File: src/rtl/uart_tx_arbiter.sv
// rtl/uart_tx_arbiter.sv - round-robin arbiter sharing one UART transmitter among byte clients
// Messages are kept whole: the grant is held from first byte to last, or until a timeout revokes it.
module uart_tx_arbiter #(
   parameter int NUM_REQ      = 4,
   parameter int DATA_WIDTH   = 8,
   parameter int HOLD_TIMEOUT = 1024,
   parameter int TX_TIMEOUT   = 125000
) (
   input  logic                          clk,
   input  logic                          rst,
   input  logic [NUM_REQ-1:0]            req,
   input  logic [NUM_REQ*DATA_WIDTH-1:0] req_data,
   input  logic [NUM_REQ-1:0]            req_last,
   output logic [NUM_REQ-1:0]            ack,
   output logic [NUM_REQ-1:0]            grant,
   output logic                          tx_start,
   output logic [DATA_WIDTH-1:0]         tx_data,
   input  logic                          tx_busy,
   input  logic                          tx_done,
   output logic                          err_timeout
);

   localparam int IW = $clog2(NUM_REQ);
   localparam int CW = IW + 1;
   localparam int HW = (HOLD_TIMEOUT > 1) ? $clog2(HOLD_TIMEOUT) : 1;
   localparam int TW = (TX_TIMEOUT > 1) ? $clog2(TX_TIMEOUT) : 1;

   typedef enum logic [1:0] {
      ARB_IDLE = 2'd0,
      ARB_SEND = 2'd1,
      ARB_WAIT = 2'd2,
      ARB_NEXT = 2'd3
   } arb_state_e;

   arb_state_e              state_q, state_d;
   logic [NUM_REQ-1:0]      grant_q, grant_d;
   logic [IW-1:0]           gidx_q, gidx_d;
   logic [IW-1:0]           ptr_q, ptr_d;
   logic                    last_q, last_d;
   logic [NUM_REQ-1:0]      ack_q, ack_d;
   logic                    tx_start_q, tx_start_d;
   logic [DATA_WIDTH-1:0]   tx_data_q, tx_data_d;
   logic                    err_q, err_d;
   logic [HW-1:0]           hold_q, hold_d;
   logic [TW-1:0]           txcnt_q, txcnt_d;

   logic [DATA_WIDTH-1:0]   req_bytes [NUM_REQ];
   logic [CW-1:0]           cand;
   logic [IW-1:0]           win_idx;
   logic                    win_found;

   always_comb begin
      for (int i = 0; i < NUM_REQ; i++) begin
         req_bytes[i] = req_data[i*DATA_WIDTH +: DATA_WIDTH];
      end
   end

   // Search starts one past the last served client, so the most recent owner is tried last.
   always_comb begin
      cand      = '0;
      win_idx   = '0;
      win_found = 1'b0;
      for (int k = 1; k <= NUM_REQ; k++) begin
         cand = {1'b0, ptr_q} + CW'(k);
         if (cand >= CW'(NUM_REQ)) begin
            cand = cand - CW'(NUM_REQ);
         end
         if (!win_found && req[cand[IW-1:0]]) begin
            win_found = 1'b1;
            win_idx   = cand[IW-1:0];
         end
      end
   end

   always_comb begin
      state_d    = state_q;
      grant_d    = grant_q;
      gidx_d     = gidx_q;
      ptr_d      = ptr_q;
      last_d     = last_q;
      ack_d      = '0;
      tx_start_d = 1'b0;
      tx_data_d  = tx_data_q;
      err_d      = err_q;
      hold_d     = hold_q;
      txcnt_d    = txcnt_q;
      case (state_q)
         ARB_IDLE: begin
            if (win_found) begin
               grant_d          = '0;
               grant_d[win_idx] = 1'b1;
               gidx_d           = win_idx;
               hold_d           = '0;
               state_d          = ARB_SEND;
            end
         end
         ARB_SEND: begin
            if (!req[gidx_q]) begin
               grant_d = '0;
               state_d = ARB_IDLE;
            end else if (!tx_busy) begin
               tx_start_d = 1'b1;
               tx_data_d  = req_bytes[gidx_q];
               ack_d      = grant_q;
               last_d     = req_last[gidx_q];
               txcnt_d    = '0;
               state_d    = ARB_WAIT;
            end
         end
         ARB_WAIT: begin
            // tx_start_q marks the first WAIT cycle, where a stale tx_done must not count.
            if (tx_done && !tx_start_q) begin
               if (last_q) begin
                  grant_d = '0;
                  ptr_d   = gidx_q;
                  state_d = ARB_IDLE;
               end else begin
                  hold_d  = '0;
                  state_d = ARB_NEXT;
               end
            end else if (txcnt_q == TW'(TX_TIMEOUT - 1)) begin
               err_d   = 1'b1;
               grant_d = '0;
               ptr_d   = gidx_q;
               state_d = ARB_IDLE;
            end else begin
               txcnt_d = txcnt_q + 1'b1;
            end
         end
         ARB_NEXT: begin
            if (req[gidx_q]) begin
               hold_d  = '0;
               state_d = ARB_SEND;
            end else if (hold_q == HW'(HOLD_TIMEOUT - 1)) begin
               grant_d = '0;
               ptr_d   = gidx_q;
               state_d = ARB_IDLE;
            end else begin
               hold_d = hold_q + 1'b1;
            end
         end
         default: begin
            grant_d = '0;
            state_d = ARB_IDLE;
         end
      endcase
   end

   always_ff @(posedge clk) begin
      if (rst) begin
         state_q    <= ARB_IDLE;
         grant_q    <= '0;
         gidx_q     <= '0;
         ptr_q      <= IW'(NUM_REQ - 1);
         last_q     <= 1'b0;
         ack_q      <= '0;
         tx_start_q <= 1'b0;
         tx_data_q  <= '0;
         err_q      <= 1'b0;
         hold_q     <= '0;
         txcnt_q    <= '0;
      end else begin
         state_q    <= state_d;
         grant_q    <= grant_d;
         gidx_q     <= gidx_d;
         ptr_q      <= ptr_d;
         last_q     <= last_d;
         ack_q      <= ack_d;
         tx_start_q <= tx_start_d;
         tx_data_q  <= tx_data_d;
         err_q      <= err_d;
         hold_q     <= hold_d;
         txcnt_q    <= txcnt_d;
      end
   end

   assign ack         = ack_q;
   assign grant       = grant_q;
   assign tx_start    = tx_start_q;
   assign tx_data     = tx_data_q;
   assign err_timeout = err_q;

endmodule

File: config.mk
export PLATFORM = sky130hd
export DESIGN_NAME = uart_tx_arbiter
export DESIGN_NICKNAME = d
export VERILOG_FILES = /design/src/rtl/uart_tx_arbiter.sv
export SDC_FILE = /design/constraint.sdc
export NUM_CORES = 1
export LEC_CHECK = 0
export ABC_AREA = 1
export CAP_MARGIN = 20
export CORE_UTILIZATION = 55
export DETAILED_ROUTE_END_ITERATION = 6
export HOLD_SLACK_MARGIN = 0.03
export MAX_ROUTING_LAYER = met4
export PLACE_DENSITY = 0.86
export SETUP_SLACK_MARGIN = 0.2
export SYNTH_ARGS = -nofsm -noshare
export SYNTH_HDL_FRONTEND = slang
export SYNTH_SLANG_ARGS = --single-unit
export TNS_END_PERCENT = 100
File: constraint.sdc
create_clock -name clk -period 3.2 [get_ports clk]
set_clock_uncertainty 0.15 [all_clocks]
set_input_delay 0.32 -clock clk [delete_from_list [all_inputs] [get_ports clk]]
set_output_delay 0.32 -clock clk [all_outputs]
set_load 0.1 [all_outputs]
==> metrics.csv <==
metric,value,unit
ant_nets,0,
cts_tree,done,
hold_viol_final,0,
vias,3526,
syn_area,3340,sq um
drt_iter0_markers,213,
synth_top_cell_area_share,0.312,
pwr-share-clk,0.196,
slew_headroom,0.329,
cp_slowest_stage_delay,0.31,ns
fin_crit_sh,0.726,
initial_core_util,0.567,
slew_viol_final,0,
gp_congestion,0.944,
status,completed,
wl_met1,3700,um
synth_cell_type_count,38,
p_switching,1.32,mW
cts-resized-gates,0,
leakage,1.61,nW
p_int,1.45,mW
io_buffers,61,
yosysWarnings,0,
first_pass_iters,5,
min_path_type,flip-flop to flip-flop,
cp_top_family,buffers and inverters,
area_delta_synth_final,23.3,%
grt_pass1_vias,3254,
rsz0062_at_grt,false,
end_kind,flip-flop,
cts_buffer_depth,2,
drt_drc_violations_left,0,
timing_worst_slew_pin_value,1.00,ns
grt_overflow,0,
cts_setup_buffers,0,
critPathSlowestCell,dfxtp_1,
seqPwrFrac,0.290,
numClockSinks,52,
ys_seq_area_frac,0.312,
grt_use_total,0.289,
layout-drive-gt1-share,0.0864,
wl_per_cell,12.8,um
vias_per_cell,5.39,
syn_inst,522,
synth_top_cell_by_area,dfxtp_1,
layout.cells.most_common_list,"nand2_1, nor2_1, clkdlybuf4s50_1, dfxtp_1, inv_1",
power_frac_comb,0.513,
highest_layer,met4,
grt_pass1_wl,14200,um
clkTransAtPathRegs,0.10,ns
irDropWorstVdd,669,uV
path_class,flip-flop to flip-flop,
cap_violations,0,
die_x,79.9,um
ys_ff_latch,52,
dp_hpwl,6340,um
fp.dieH,79.9,um
switching_share,0.477,
ctsHoldBuffers,0,
numCtsBuffers,5,
wirelength,8390,um
crit_arrival,2.43,ns
path_max_fanout,21,
h-tree-depth,2,
layout_commonest_cell,nand2_1,
cts_root_buf,clkbuf_8,
period_needed,2.32,ns
clock_latency,0.32,ns
path_cells,"buf_4, inv_1, buf_4, nand2_1, nand3_2, nand2_4, inv_4, nand2_4, nor2_4, inv_1, nor2_1, inv_1, nor2_1",
worstSetupStartpointType,flip-flop,
crit_buf_inv,6,
stdcell_count,654,
grt_max_degree,22,
dp.cells,646,
worstPathRequired,3.31,ns
finalSetupViolCount,0,
fmax,0.430,GHz
synth_area_leaders,"dfxtp_1, nand2_1, nor2_1",
dieArea,6380,sq um
rows,28,
coreArea,5890,sq um
io_pins,62,
n_antenna_cell,0,
tns,0,ns
syn_nets,568,
nets,624,
antenna_found_initial,0,
wl_met2,4180,um
powerDensity,673,nW/um^2
avgSynthCellArea,6.40,sq um
met3WireLength,325,um
crit_top_cell,inv_1,
==> synthesized netlist by cell type, drive strengths merged <==
library cell	instances
nand2	141
nor2	87
inv	55
dfxtp	52
o21ai	35
nand3	34
a21oi	33
nand4	16
nor3	15
xor2	12
clkbuf	11
o22ai	9
buf	5
or2	4
nand3b	3
ha	2
nor4	2
o211ai	2
nor3b	1
o21a	1
o21bai	1
xnor2	1
==> logic make-up after synthesis <==
family | after synthesis | synth area share
simple gates | 303 | 0.424
compound gates | 81 | 0.132
buf+inv | 71 | 0.0907
flops | 52 | 0.312
xor+xnor | 13 | 0.0341
fa+ha+maj | 2 | 0.00750
==> tightest hold or removal path: stages (launching register included) <==
cell     delay [ns]
dfxtp_1        0.33
inv_1          0.05
nor2_1         0.03
==> power groups by stage <==
stage          registers, mW  logic [mW]  clock network [mW]
2_1_floorplan           1.08       0.857                   0
3_3_place_gp           0.817        1.37                   0
3_5_place_dp           0.818        1.41                   0
4_1_cts                0.803        1.42               0.552
5_1_grt                0.819        1.55               0.576
6_report               0.804        1.42               0.543
==> per-stage QoR <==
step	hold WS, ns	setup WS (ns)	utilization	area (sq um)	power [mW]
CTS	0.302	0.883	0.699	4120	2.77
finish	0.301	0.877	0.699	4120	2.77
global route	0.327	0.646	0.699	4120	2.95
detailed placement	0.287	0.856	0.676	3980	2.23
floorplan	0.303	1.09	-	3340	1.93
global placement	0.285	0.928	0.676	3980	2.19
==> worst paths after layout <==
| path | end | from | slack [ns] | cells past startpoint |
|---|---|---|---|---|
| worst min register to register | ack[3] | grant[3] | 0.30 | 2 |
| worst min-delay path | ack[3] | grant[3] | 0.30 | 2 |
| worst max register to register | ack[1] | gidx_q[0] | 0.88 | 13 |
| worst max-delay path | ack[1] | gidx_q[0] | 0.88 | 13 |
==> cell type report <==
cell class	count	area [sq um]
Fill cell	507	1770
Tap cell	75	93.8
Sequential cell	52	1040
Clock buffer	5	68.8
Timing Repair Buffer	65	638
Inverter	55	211
Clock inverter	3	68.8
Multi-Input combinational cell	399	1990
==> state kept, by name (all words and copies together), names as in the netlist, 2 cells and up <==
name,flops
ack,4
gidx_q,2
grant,4
hold_q,10
ptr_q,2
state_q,2
tx_data,8
txcnt_q,17
==> metal layers <==
layer,global-route usage,vias up
li1,-,1810
met4,0.0929,0
met1,0.335,1606
met2,0.505,90
met5,-,-
met3,0.0491,20
(Power assumes the default switching activity.)
